### config.mk
export PLATFORM = sky130hd
export DESIGN_NAME = regfile_mp
export DESIGN_NICKNAME = d
export VERILOG_FILES = /design/src/rtl/regfile_mp.sv
export SDC_FILE = /design/constraint.sdc
export NUM_CORES = 2
export LEC_CHECK = 0
export CAP_MARGIN = 20
export CORE_ASPECT_RATIO = 0.5
export CORE_MARGIN = 10
export CORE_UTILIZATION = 36
export CTS_CLUSTER_DIAMETER = 150
export CTS_CLUSTER_SIZE = 30
export DETAILED_ROUTE_END_ITERATION = 12
export MAX_ROUTING_LAYER = met4
export PLACE_DENSITY_LB_ADDON = 0.08
export SETUP_SLACK_MARGIN = 0.15
export SLEW_MARGIN = 20
export SYNTH_ARGS = -nofsm -noshare
export SYNTH_HDL_FRONTEND = slang
export SYNTH_SLANG_ARGS = --single-unit
### constraint.sdc
create_clock -name i_clk -period 2.9 [get_ports i_clk]
set_input_delay 0.435 -clock i_clk [delete_from_list [all_inputs] [get_ports i_clk]]
set_output_delay 0.435 -clock i_clk [all_outputs]
set_load 0.01 [all_outputs]
### src/rtl/regfile_mp.sv
// Multi-port integer register file with per-register busy scoreboard; x0 reads as zero.
// Reads are combinational, writes land on the clock edge. Define RF_BYPASS_EN for write-first forwarding.
module regfile_mp #(
    parameter int DATA_W = 32,
    parameter int NREGS  = 32,
    parameter int ADDR_W = $clog2(NREGS),
    parameter int NRD    = 2,
    parameter int NWR    = 2
) (
    input  logic                          i_clk,
    input  logic                          i_rstn,
    input  logic [NRD-1:0][ADDR_W-1:0]    i_rnum,
    output logic [NRD-1:0][DATA_W-1:0]    o_rd,
    output logic [NRD-1:0]                o_rbusy,
    input  logic [NWR-1:0]                i_wen,
    input  logic [NWR-1:0][ADDR_W-1:0]    i_wnum,
    input  logic [NWR-1:0][DATA_W-1:0]    i_wd,
    input  logic                          i_iss_en,
    input  logic [ADDR_W-1:0]             i_iss_rd,
    output logic                          o_wcollide
);

    logic [DATA_W-1:0] regs_q [1:NREGS-1];
    logic [DATA_W-1:0] regs_d [1:NREGS-1];
    logic [NREGS-1:1]  busy_q;
    logic [NREGS-1:1]  busy_d;
    logic              wcollide_q;
    logic              wcollide_d;
    logic [NWR-1:0]    wacc;
    logic              iss_acc;

    always_comb begin
        for (int w = 0; w < NWR; w++) begin
            wacc[w] = i_wen[w] && (i_wnum[w] != '0);
        end
        iss_acc = i_iss_en && (i_iss_rd != '0);
    end

    // Ascending port order means the highest-numbered port wins a same-index
    // conflict; issue is applied last so a new producer stays pending.
    always_comb begin
        regs_d     = regs_q;
        busy_d     = busy_q;
        wcollide_d = 1'b0;
        for (int w = 0; w < NWR; w++) begin
            if (wacc[w]) begin
                regs_d[i_wnum[w]] = i_wd[w];
                busy_d[i_wnum[w]] = 1'b0;
            end
        end
        if (iss_acc) begin
            busy_d[i_iss_rd] = 1'b1;
        end
        for (int a = 0; a < NWR; a++) begin
            for (int b = a + 1; b < NWR; b++) begin
                if (wacc[a] && wacc[b] && (i_wnum[a] == i_wnum[b])) begin
                    wcollide_d = 1'b1;
                end
            end
        end
    end

    always_ff @(posedge i_clk or negedge i_rstn) begin
        if (!i_rstn) begin
            for (int i = 1; i < NREGS; i++) begin
                regs_q[i] <= '0;
            end
            busy_q     <= '0;
            wcollide_q <= 1'b0;
        end else begin
            regs_q     <= regs_d;
            busy_q     <= busy_d;
            wcollide_q <= wcollide_d;
        end
    end

`ifdef RF_BYPASS_EN
    logic [NRD-1:0] byp_hit;
`endif

    always_comb begin
        for (int p = 0; p < NRD; p++) begin
            o_rd[p]    = '0;
            o_rbusy[p] = 1'b0;
            if (i_rnum[p] != '0) begin
                o_rd[p]    = regs_q[i_rnum[p]];
                o_rbusy[p] = busy_q[i_rnum[p]];
            end
`ifdef RF_BYPASS_EN
            byp_hit[p] = 1'b0;
            for (int w = 0; w < NWR; w++) begin
                if (wacc[w] && (i_wnum[w] == i_rnum[p])) begin
                    o_rd[p]    = i_wd[w];
                    byp_hit[p] = 1'b1;
                end
            end
            // A same-cycle issue to the forwarded register means a newer producer is pending.
            if (byp_hit[p] && !(iss_acc && (i_iss_rd == i_rnum[p]))) begin
                o_rbusy[p] = 1'b0;
            end
`endif
        end
    end

    assign o_wcollide = wcollide_q;

endmodule

==> impl_metrics.tcl <==
set metrics [dict create \
    status "complete, no violations" \
    area_delta_synth_final_pct 18.9 \
    fmax_mhz 350 \
    power_density_mw_per_mm2 562 \
    fin_util_pct 43.3 \
    core_area_sq_mm 0.178 \
    gp_congestion 0.917 \
    portBuffers 160 \
    vdd_drop_max_uv 458 \
    end_kind "output port" \
    r2r-start "regs_q[549]" \
    arrival_ns 2.42 \
    ys.flop_type "dfrtp_1" \
    finalCritPeriodShare_pct 98.4 \
    path_max_fanout 2 \
    avgSynthCellArea_sq_um 9.67 \
    fin_worst_skew_ns 0 \
    required_ns 2.47 \
    via_count 56385 \
    yosys_warnings 0 \
    drive_above_1_share_pct 19.4 \
    layout.nets 6951 \
    fin_ws_ns 0.0464 \
    grt_pass1_wl_mm 426 \
    fillerInstances 16797 \
    rows 109 \
    worstSetupPathType "reg -> out" \
    cts_buffer_depth 3 \
    wl_per_cell_um 32.8 \
    ys_seq_area_share_pct 39.6 \
    synth_fp_nets 6794 \
    detail-route-antenna-nets 0 \
    drtPass1Iterations 6 \
    holdCritPathClass "in -> async" \
    tritoncts "built" \
    netlist_area_sq_mm 0.0648 \
    htreeDepth 2 \
    rsz0062_at_grt "yes" \
    drc_errors 0 \
    clk-insertion-delay-late_ns 0.68 \
    antenna_found_initial 6 \
    endpoint "o_rd[16]" \
    die_w_um 620 \
    viasPerCell 6.10 \
    setup_viol 0 \
    cts_root_buffer "clkbuf_16" \
    r2r_setup_slack_ns 1.79 \
    synthCells 6700 \
    die_h_um 320 \
    routed_wl_mm 303 \
    dp_hpwl_mm 200 \
    drt_iter0_drc 6512 \
    start_util_pct 36.4 \
    p_leak_uw 0.0354 \
    cp-startpoint "regs_q[560]" \
    fin_setup_tns_ns 0 \
    reg2reg_to "regs_q[549]" \
    pre_cts_slack_ns -0.874 \
    ys_ff_latch 1024 \
    cts_sinks 1024 \
    synth_cell_types 52 \
    synth_top_area_cell "dfrtp_1" \
    grt_pass1_vias 55315 \
    slew_headroom_pct 44.8 \
    yosys-top-cells-area "dfrtp_1, mux2i_1, mux4_2" \
    reg2regPathDepth 5 \
    synth-edff-count 0 \
    synth_top_cell_area_share_pct 39.6 \
    synth_async_sr_flop_share_pct 100 \
    die_area_sq_mm 0.198 \
    tightest_slew_ns 0.827 \
    grt_max_degree 74 \
    numCtsBuffers 40 \
    final_max_slew_viol_count 0 \
    maxCapViolCount 0 \
    finalHoldViolCount 0 \
    overflow 0 \
    gr-usage-all-layers_pct 30.2 \
    worst_setup_hold_path_clk_slew_ns 0.13 \
    start_kind "register" \
    io-pin-count 161 \
    fin_crit_ns 2.85 \
]
[timing repair]
item	CTS	global route
gates resized for setup	544	57
setup endpoints to repair	66	65
pin swaps	57	22
endpoints found under the hold margin	26	0
buffers inserted	15	7
hold buffers	1	0
[synthesized netlist by cell type (41+ instances only)]
library cell / count
o21ai_0: 370
nor3_1: 71
a221o_1: 66
buf_1: 55
nor2_1: 658
mux4_2: 132
buf_2: 173
buf_4: 41
nand2_1: 614
nor4_1: 66
a211oi_1: 66
dfrtp_1: 1024
clkbuf_1: 473
o21ai_1: 123
a22oi_1: 66
o22ai_1: 198
mux2i_1: 1652
a21oi_1: 512
nand3_1: 68
mux2_2: 132
[sequential cells by signal, indices dropped and copies added, names as in the netlist]
signal and cells:
regs_q 992, o_wcollide 1, busy_q 31
[worst max-delay path, stage by stage, from the launching register on]
cell and delay (ns):
dfrtp_1 0.43, buf_6 0.13, mux4_2 0.46, mux2_4 0.29, nand2_2 0.07, a211oi_2 0.08, buf_4 0.16, buf_6 0.11
[power breakdown]
part | internal [uW] | switching (uW) | leakage (uW)
logic | 7240 | 7060 | 0.0224
registers | 18000 | 3180 | 0.0125
clock network | 2600 | 5180 | 0.000517
[layout make-up]
class                   count  area [sq um]  share of cell area, %
clock buffers              41          1030                   1.33
inverters                  13          48.8                 0.0634
clock inverters             1          30.0                 0.0390
well taps                2386          2990                   3.88
flip-flops and latches   1024         25600                   33.3
repair buffers            880         10100                   13.1
multi-input cells        4898         37200                   48.3
diodes                      4          10.0                 0.0130
[logic make-up after synthesis]
kind of cell / after synthesis / share of synthesized area [%]
AOI/OAI and AO/OA: 1422 / 12.5
xor gates and xnor gates: 3 / 0.0406
buffers and inverters: 778 / 5.34
DFF: 1024 / 39.6
muxes: 1916 / 32.4
and+or+nand+nor: 1557 / 10.1
[cell usage in the layout (no fill, tap or decap), types with 6 or more instances in the layout]
master	netlist	final
mux2i_1	1652	1652
dfrtp_1	1024	1024
nor2_1	658	652
nand2_1	614	527
a21oi_1	512	512
buf_4	41	469
o21ai_0	370	370
buf_12	0	241
o22ai_1	198	198
mux4_2	132	132
o21ai_1	123	123
clkdlybuf4s50_1	0	83
mux2_2	132	74
a221o_1	66	66
a22oi_1	66	65
nand3_1	68	64
buf_6	21	63
nor3_1	71	62
nand2_4	0	58
mux2_4	0	58
nor4_1	66	51
a211oi_2	0	46
clkbuf_16	0	41
nand2_2	0	29
buf_2	173	18
a32o_1	17	17
a211oi_4	0	15
nor4_2	0	14
nor2_4	3	13
inv_1	13	13
nor3_2	1	9
and2_4	0	6
nor3b_1	9	6
nand2b_4	0	6
[metrics by stage]
stage | hold slack (ns) | total power, uW | std cells | cell area [sq um]
after floorplan | 0.139 | 29200 | 6700 | 64800
after global placement | 0.510 | 34200 | 9178 | 74600
after detailed placement | 0.509 | 34700 | 9178 | 74600
after CTS | 0.393 | 43000 | 9236 | 76700
after global routing | 0.410 | 45500 | 9245 | 77000
final | 0.413 | 43300 | 9247 | 77000
[worst min-delay path by stage]
stage / startpoint / end / slack, ns / cells past startpoint
2_1_floorplan: i_rstn / busy_q[10] / 0.14 / 0
3_3_place_gp: busy_q[20] / busy_q[20] / 0.51 / 1
4_1_cts: i_rstn / regs_q[765] / 0.39 / 2
5_1_grt: i_rstn / regs_q[955] / 0.41 / 2
6_report: i_rstn / regs_q[603] / 0.41 / 2
3_5_place_dp: busy_q[20] / busy_q[20] / 0.51 / 1
[per-layer routing]
metal,global-route usage (%),up-vias,routed length [um]
li1,-,24309,-
met1,41.4,28768,134000
met2,45.0,2770,133000
met3,4.90,538,23600
met4,10.7,0,12700
met5,-,-,0
Power figures use the tool's default switching activity.
